`config.mk`:
```
export PLATFORM = sky130hd
export DESIGN_NAME = uart_transmitter
export DESIGN_NICKNAME = d
export VERILOG_FILES = /design/src/rtl/uart_pkg.sv /design/src/rtl/uart_tx_fifo.sv /design/src/rtl/uart_transmitter.sv
export SDC_FILE = /design/constraint.sdc
export NUM_CORES = 1
export LEC_CHECK = 0
export ABC_AREA = 1
export BUFFER_PORTS_ARGS = -buffer_cell sky130_fd_sc_hd__buf_2
export CELL_PAD_IN_SITES_DETAIL_PLACEMENT = 1
export CELL_PAD_IN_SITES_GLOBAL_PLACEMENT = 2
export CORE_ASPECT_RATIO = 0.5
export CORE_UTILIZATION = 31
export CTS_BUF_LIST = sky130_fd_sc_hd__clkbuf_8 sky130_fd_sc_hd__clkbuf_16
export CTS_CLUSTER_SIZE = 30
export DETAILED_ROUTE_END_ITERATION = 8
export PLACE_DENSITY = 0.88
export SETUP_SLACK_MARGIN = 0.15
export SLEW_MARGIN = 20
export SYNTH_ARGS = -nofsm -noshare
export SYNTH_HDL_FRONTEND = slang
export SYNTH_SLANG_ARGS = --single-unit
export TNS_END_PERCENT = 20
```
`constraint.sdc`:
```
create_clock -name BCLK -period 2.7 [get_ports BCLK]
set_clock_uncertainty 0.2 [all_clocks]
set_input_delay 0.135 -clock BCLK [delete_from_list [all_inputs] [get_ports BCLK]]
set_output_delay 0.135 -clock BCLK [all_outputs]
set_load 0.01 [all_outputs]
```
`src/rtl/uart_pkg.sv`:
```
// Shared definitions for the UART transmit path: FSM encoding, LCR field
// offsets, word-length encodings and the framing parity helper.
package uart_pkg;

  localparam int OVERSAMPLE_DEFAULT = 16;

  localparam int LCR_WLS_LSB = 0;
  localparam int LCR_STB     = 2;
  localparam int LCR_PEN     = 3;
  localparam int LCR_EPS     = 4;
  localparam int LCR_STICK   = 5;
  localparam int LCR_BREAK   = 6;

  typedef enum logic [1:0] {
    WLS_5 = 2'b00,
    WLS_6 = 2'b01,
    WLS_7 = 2'b10,
    WLS_8 = 2'b11
  } wls_e;

  typedef enum logic [2:0] {
    ST_IDLE   = 3'd0,
    ST_START  = 3'd1,
    ST_DATA   = 3'd2,
    ST_PARITY = 3'd3,
    ST_STOP   = 3'd4
  } tx_state_e;

  function automatic logic [7:0] wls_mask(input logic [1:0] wls);
    case (wls)
      WLS_5:   return 8'h1F;
      WLS_6:   return 8'h3F;
      WLS_7:   return 8'h7F;
      default: return 8'hFF;
    endcase
  endfunction

  // Parity over the transmitted data bits only; stick mode forces ~EPS.
  function automatic logic tx_parity(input logic [7:0] data, input logic [1:0] wls,
                                     input logic eps, input logic stick);
    logic ones_odd;
    ones_odd = ^(data & wls_mask(wls));
    if (stick) begin
      return ~eps;
    end else if (eps) begin
      return ones_odd;
    end else begin
      return ~ones_odd;
    end
  endfunction

endpackage

```
`src/rtl/uart_tx_fifo.sv`:
```
// Synchronous FIFO feeding the transmit shifter; used only when UART_TX_FIFO_EN
// is defined. DEPTH must be a power of two.
module uart_tx_fifo #(
  parameter int DEPTH = 16,
  parameter int WIDTH = 8
) (
  input  logic             clk_i,
  input  logic             rst_i,
  input  logic             wr_i,
  input  logic [WIDTH-1:0] wr_data_i,
  input  logic             rd_i,
  output logic             full_o,
  output logic             empty_o,
  output logic [WIDTH-1:0] rd_data_o
);

  localparam int AW = $clog2(DEPTH);

  logic [WIDTH-1:0] mem_q [DEPTH];
  logic [AW:0]      wr_ptr_q;
  logic [AW:0]      rd_ptr_q;
  logic             push_s;
  logic             pop_s;

  // Extra pointer bit distinguishes full from empty when the indices match.
  assign empty_o   = (wr_ptr_q == rd_ptr_q);
  assign full_o    = (wr_ptr_q[AW] != rd_ptr_q[AW]) && (wr_ptr_q[AW-1:0] == rd_ptr_q[AW-1:0]);
  assign push_s    = wr_i && !full_o;
  assign pop_s     = rd_i && !empty_o;
  assign rd_data_o = mem_q[rd_ptr_q[AW-1:0]];

  // Storage array
  always_ff @(posedge clk_i) begin
    if (push_s) begin
      mem_q[wr_ptr_q[AW-1:0]] <= wr_data_i;
    end
  end

  // Read/write pointers
  always_ff @(posedge clk_i) begin
    if (rst_i) begin
      wr_ptr_q <= '0;
      rd_ptr_q <= '0;
    end else begin
      if (push_s) begin
        wr_ptr_q <= wr_ptr_q + 1'b1;
      end
      if (pop_s) begin
        rd_ptr_q <= rd_ptr_q + 1'b1;
      end
    end
  end

endmodule

```
`src/rtl/uart_transmitter.sv`:
```
// UART transmit path: THR (or a TX FIFO when UART_TX_FIFO_EN is defined) feeding a
// framing FSM and shifter that drive a registered TXD from a 16x baud strobe.
module uart_transmitter
  import uart_pkg::*;
#(
`ifdef UART_TX_FIFO_EN
  parameter int FIFO_DEPTH = 16,
`endif
  parameter int OVERSAMPLE = OVERSAMPLE_DEFAULT
) (
  input  logic       BCLK,
  input  logic       RST,
  input  logic       baud_tick,
  input  logic       thr_wr,
  input  logic [7:0] thr_data,
  input  logic [6:0] lcr,
  output logic       txd,
  output logic       thr_empty,
  output logic       tsr_empty
);

  localparam int TICK_W = $clog2(2 * OVERSAMPLE);
  localparam logic [TICK_W-1:0] BIT_LAST     = TICK_W'(OVERSAMPLE - 1);
  localparam logic [TICK_W-1:0] STOP_LAST_15 = TICK_W'(OVERSAMPLE + OVERSAMPLE / 2 - 1);
  localparam logic [TICK_W-1:0] STOP_LAST_2  = TICK_W'(2 * OVERSAMPLE - 1);

  tx_state_e         state_q, state_d;
  logic [TICK_W-1:0] tick_q, tick_d, tick_last_s;
  logic [2:0]        bit_q, bit_d, bit_last_s;
  logic [7:0]        shift_q, shift_d;
  logic [3:0]        cfg_q, cfg_d;
  logic              par_q, par_d;
  logic              txd_q, txd_d;
  logic              line_s;
  logic              load_s;
  logic              bit_end_s;
  logic              src_empty_s;
  logic [7:0]        src_data_s;

  // Cfg holds WLS/STB/PEN for the frame in flight; parity is resolved at load.
  assign bit_last_s = 3'd4 + {1'b0, cfg_q[LCR_WLS_LSB +: 2]};
  assign bit_end_s  = baud_tick && (tick_q == tick_last_s);

  // Length of the current bit in ticks (stop may be 1, 1.5 or 2 bit times)
  always_comb begin
    tick_last_s = BIT_LAST;
    if (state_q == ST_STOP && cfg_q[LCR_STB]) begin
      if (cfg_q[LCR_WLS_LSB +: 2] == WLS_5) begin
        tick_last_s = STOP_LAST_15;
      end else begin
        tick_last_s = STOP_LAST_2;
      end
    end else begin
      tick_last_s = BIT_LAST;
    end
  end

  // Framing FSM next state, counters, shifter and TXD value
  always_comb begin
    state_d = state_q;
    tick_d  = tick_q;
    bit_d   = bit_q;
    shift_d = shift_q;
    cfg_d   = cfg_q;
    par_d   = par_q;
    load_s  = 1'b0;
    line_s  = 1'b1;

    if (state_q != ST_IDLE && baud_tick) begin
      if (bit_end_s) begin
        tick_d = '0;
      end else begin
        tick_d = tick_q + 1'b1;
      end
    end else begin
      tick_d = tick_q;
    end

    case (state_q)
      ST_IDLE: begin
        if (!src_empty_s) begin
          load_s = 1'b1;
        end else begin
          load_s = 1'b0;
        end
      end
      ST_START: begin
        if (bit_end_s) begin
          state_d = ST_DATA;
        end else begin
          state_d = ST_START;
        end
      end
      ST_DATA: begin
        if (bit_end_s) begin
          shift_d = {1'b0, shift_q[7:1]};
          if (bit_q == bit_last_s) begin
            bit_d   = 3'd0;
            state_d = cfg_q[LCR_PEN] ? ST_PARITY : ST_STOP;
          end else begin
            bit_d = bit_q + 3'd1;
          end
        end else begin
          state_d = ST_DATA;
        end
      end
      ST_PARITY: begin
        if (bit_end_s) begin
          state_d = ST_STOP;
        end else begin
          state_d = ST_PARITY;
        end
      end
      ST_STOP: begin
        if (bit_end_s) begin
          if (!src_empty_s) begin
            load_s = 1'b1;
          end else begin
            state_d = ST_IDLE;
          end
        end else begin
          state_d = ST_STOP;
        end
      end
      default: begin
        state_d = ST_IDLE;
      end
    endcase

    // A load restarts the tick count, so a coincident tick is not counted.
    if (load_s) begin
      state_d = ST_START;
      tick_d  = '0;
      bit_d   = 3'd0;
      shift_d = src_data_s;
      cfg_d   = lcr[3:0];
      par_d   = tx_parity(src_data_s, lcr[LCR_WLS_LSB +: 2], lcr[LCR_EPS], lcr[LCR_STICK]);
    end else begin
      cfg_d = cfg_q;
    end

    case (state_d)
      ST_IDLE:   line_s = 1'b1;
      ST_START:  line_s = 1'b0;
      ST_DATA:   line_s = shift_d[0];
      ST_PARITY: line_s = par_d;
      ST_STOP:   line_s = 1'b1;
      default:   line_s = 1'b1;
    endcase

    txd_d = lcr[LCR_BREAK] ? 1'b0 : line_s;
  end

  // Framing state registers
  always_ff @(posedge BCLK) begin
    if (RST) begin
      state_q <= ST_IDLE;
      tick_q  <= '0;
      bit_q   <= 3'd0;
      shift_q <= 8'h00;
      cfg_q   <= 4'h0;
      par_q   <= 1'b0;
      txd_q   <= 1'b1;
    end else begin
      state_q <= state_d;
      tick_q  <= tick_d;
      bit_q   <= bit_d;
      shift_q <= shift_d;
      cfg_q   <= cfg_d;
      par_q   <= par_d;
      txd_q   <= txd_d;
    end
  end

`ifdef UART_TX_FIFO_EN
  logic fifo_full_s;

  uart_tx_fifo #(
    .DEPTH (FIFO_DEPTH),
    .WIDTH (8)
  ) u_tx_fifo (
    .clk_i     (BCLK),
    .rst_i     (RST),
    .wr_i      (thr_wr && !fifo_full_s),
    .wr_data_i (thr_data),
    .rd_i      (load_s),
    .full_o    (fifo_full_s),
    .empty_o   (src_empty_s),
    .rd_data_o (src_data_s)
  );
`else
  logic [7:0] thr_q, thr_d;
  logic       thr_empty_q, thr_empty_d;

  // Single holding register; a write always wins and overwrites a pending byte
  always_comb begin
    thr_d       = thr_q;
    thr_empty_d = thr_empty_q;
    if (thr_wr) begin
      thr_d       = thr_data;
      thr_empty_d = 1'b0;
    end else if (load_s) begin
      thr_empty_d = 1'b1;
    end else begin
      thr_empty_d = thr_empty_q;
    end
  end

  // Holding register state
  always_ff @(posedge BCLK) begin
    if (RST) begin
      thr_q       <= 8'h00;
      thr_empty_q <= 1'b1;
    end else begin
      thr_q       <= thr_d;
      thr_empty_q <= thr_empty_d;
    end
  end

  assign src_empty_s = thr_empty_q;
  assign src_data_s  = thr_q;
`endif

  assign txd       = txd_q;
  assign thr_empty = src_empty_s;
  assign tsr_empty = src_empty_s && (state_q == ST_IDLE);

endmodule

```
==> reports/metrics.csv <==
stage,metric,value,unit
hold_path,Hold Crit Endpoint,par_q,
clocking,TritonCTS clock tree,yes,
timing,pin slew with the least headroom to its limit,0.418,ns
placement,placed cell count,341,
placement,HPWL Detailed,3.22,mm
setup_path,Critical R2R Launch,tick_q[0],
timing,Setup TNS,0,ns
layout,"Net count, final",315,
drt,1st-iter DRT viols,42,
floorplanning,die area,5860,µm²
setup_path,"Max FO, Critical Path",18,
clocking,Max clock buf depth,2,
logic_synthesis,mux contribution to synthesized area,0,
logic_synthesis,syn_nets,276,
setup_path,CP top delay family,simple AND/OR/NAND/NOR gates,
setup_path,WP buf/inv,2,
logic_synthesis,Yosys cell types,25,
clocking,Num CTS Buffers,5,
floorplanning,row count,18,
logic_synthesis,ys flop type,dfxtp_1,
placement,Port Buffer Count,21,
layout,"Design Area, Final",2130,µm²
placement,pre-CTS WS,0.428,ns
setup_path,critical path class,reg2reg,
timing,Worst slew margin,0.719,
pwr,Worst IR Drop VDD,0.217,mV
layout,antenna diode count,0,
floorplanning,Core Area,5110,µm²
layout,Util after Layout,0.417,
floorplanning,DIE HEIGHT,54.6,µm
status,status,completed,
logic_synthesis,mapped cell area,1720,µm²
setup_path,reg2reg end,txd,
logic_synthesis,top post-synthesis cells by area,"dfxtp_1 40%, nand2_1 14%, inv_1 8.3%",
layout,fillers,663,
setup_path,R2R Setup Slk,0.45,ns
setup_path,worst reg-to-reg path cell count,13,
drt,WL per Instance,11.9,µm
timing,FMAX,444,MHz
layout,Layout area overhead,24.1,%
placement,Placed Area,1880,µm²
layout,fraction of layout cells with a size suffix above 1,0.125,
timing,Pins Over Slew Limit,0,
hold_path,hold path start,lcr[4],
global_route,number of global-route vias before repair,1621,
timing,final period utilization,0.834,
logic_synthesis,Cells after Synth,255,
logic_synthesis,area share of the largest cell type after synthesis,0.397,
setup_path,crit-path most repeated cell,nand2_1,
logic_synthesis,register bit total from synthesis,34,
logic_synthesis,most frequent cells after synthesis,"66 x nand2_1, 38 x inv_1, 34 x dfxtp_1",
logic_synthesis,post-synthesis simple-gate area fraction,0.310,
timing,RSZ-0062 raised after global routing,no,
clocking,Post-CTS Repair Setup Buffers,0,
clocking,CTS clock-pin slew for the worst setup and hold paths,0.08,ns
floorplanning,die width,107,µm
drt,vias per cell,4.56,
logic_synthesis,Post-synth EDFFs,0,
logic_synthesis,sequential area share after synthesis,0.397,
drt,Vias,1666,
logic_synthesis,Synth Area in Adders,0.0146,
global_route,total track usage,0.162,
clocking,Clock Sinks,34,
logic_synthesis,syn avg cell area,6.73,µm²
logic_synthesis,largest family of logic cells by synthesized area,simple AND/OR/NAND/NOR gates,
hold_path,Min-Delay Path Depth,6,
setup_path,CP max-delay cell,dfxtp_1,
timing,worst-case hold slack,0.0658,ns
pwr,standby leakage power,0.932,nW
hold_path,worst hold path class,in2reg,
logic_synthesis,most frequent cell after synthesis,nand2_1,
floorplanning,Starting Density,0.336,
logic_synthesis,Synth Area in XOR/XNOR,0.0357,
setup_path,Critical Path RT,2.73,ns
logic_synthesis,Ys Warns,0,
drt,drt first pass iters,4,
logic_synthesis,Compound-Gate Fraction of Synth Area,0.136,
setup_path,CP cell instances,ha_1 -> inv_1 -> nor3_1 -> nand3_1 -> nor2_4 -> nand3_2 -> nand2_4 -> inv_2 -> nand2_1 -> nand2_1 -> nand2_1 -> nand3_1 -> nand2_1,
drt,Antenna Nets Post-Route,0,
setup_path,critical path data arrival time,2.28,ns
setup_path,CP endpoint kind,flip-flop,
setup_path,critical path launch point type,flip-flop,
drt,Total Routed Length,4.35,mm
floorplanning,Ports,22,
global_route,first-pass GRT wire length,7.16,mm
logic_synthesis,Post-synth ARST share,0,
layout,multi-input logic area,852,µm²
job,Max Cap Viol,0,
global_route,total gr overflow,0,
global_route,initial antenna violation count,0,
drt,# DRC,0,
placement,final estimated routing congestion in global placement,0.855,
clocking,"Clk Latency, worst-skew pair",0.29,ns
layout,FF/Latch Area,681,µm²
pwr,total power draw,1.10,mW
timing,Fin. Hold Viols,0,
timing,final worst slack,0.447,ns
setup_path,crit-path max cell delay,0.36,ns
layout,final non-filler cell total,365,
pwr,power per cell area,517,nW/µm²
timing,Period minus WS final,2.25,ns
clocking,H-Tree Level Count,2,
global_route,largest net degree at the start of global routing,19,
timing,final setup fails,0,
clocking,Root Buffer,clkbuf_8,
logic_synthesis,Synth area leader,dfxtp_1,
[flip-flops by register name, summed over array words and instances (netlist names)]
| register | cells |
|---|---|
| shift_q | 8 |
| tick_q | 5 |
| txd | 1 |
| cfg_q | 4 |
| par_q | 1 |
| bit_q | 3 |
| state_q | 3 |
| thr_empty | 1 |
| src_data_s | 8 |
[routing by layer]
| layer | vias to the layer above | part of all wire | GRT usage |
|---|---|---|---|
| li1 | 887 | - | - |
| met1 | 755 | 0.51 | 0.200 |
| met2 | 20 | 0.45 | 0.287 |
| met3 | 4 | 0.028 | 0.0333 |
| met4 | 0 | 0.0097 | 0.0616 |
| met5 | - | 0 | 0 |
[worst max path at each step]
stage,from,end,slack (ns),depth (start not counted)
2_1_floorplan,tick_q[0],txd,0.82,12
3_3_place_gp,tick_q[1],txd,0.50,13
3_5_place_dp,tick_q[0],txd,0.43,13
4_1_cts,tick_q[0],txd,0.41,13
5_1_grt,tick_q[0],cfg_q[2],0.21,10
6_report,tick_q[0],txd,0.45,13
[tightest hold or removal path: cells and delay by family]
family	cells	cell delay, ns
buf+inv	1	0.09
simple gates	5	0.29
[report_power, final]
group          leakage [nW]  switching (mW)  total [mW]  internal (mW)
clock                0.0472           0.197       0.403          0.205
combinational         0.607          0.0896       0.155         0.0653
sequential            0.279          0.0178       0.544          0.526
total                 0.932           0.305        1.10          0.796
[kinds of logic (layout without fill, tap and decap cells)]
logic type,Yosys count,count (layout)
AOI/OAI and AO/OA,44,44
xor gates and xnor gates,7,7
adders and majority gates,2,2
buffers and inverters,45,85
DFF,34,34
and+or+nand+nor,123,123
[cell usage in the layout (no fill, tap or decap), types with 14 or more instances in the layout]
master / n
nand2_1: 66
inv_1: 38
dfxtp_1: 34
nor2_1: 25
o21ai_0: 22
buf_2: 21
nand3_1: 17
dlygate4sd3_1: 16
a21oi_1: 14
[layout make-up]
cell class,count,area share
Multi-Input combinational cell,176,0.400
Tap cell,70,0.0411
Clock inverter,2,0.00587
Timing Repair Buffer,37,0.124
Inverter,40,0.0705
Clock buffer,6,0.0388
Sequential cell,34,0.319
[what timing repair did]
action | CTS | global route
gates resized for setup | 0 | 0
endpoints found under the hold margin | 19 | 0
hold buffers | 16 | 0
setup endpoints to repair | 0 | 0
No activity file was read; power rests on OpenSTA's default activity.
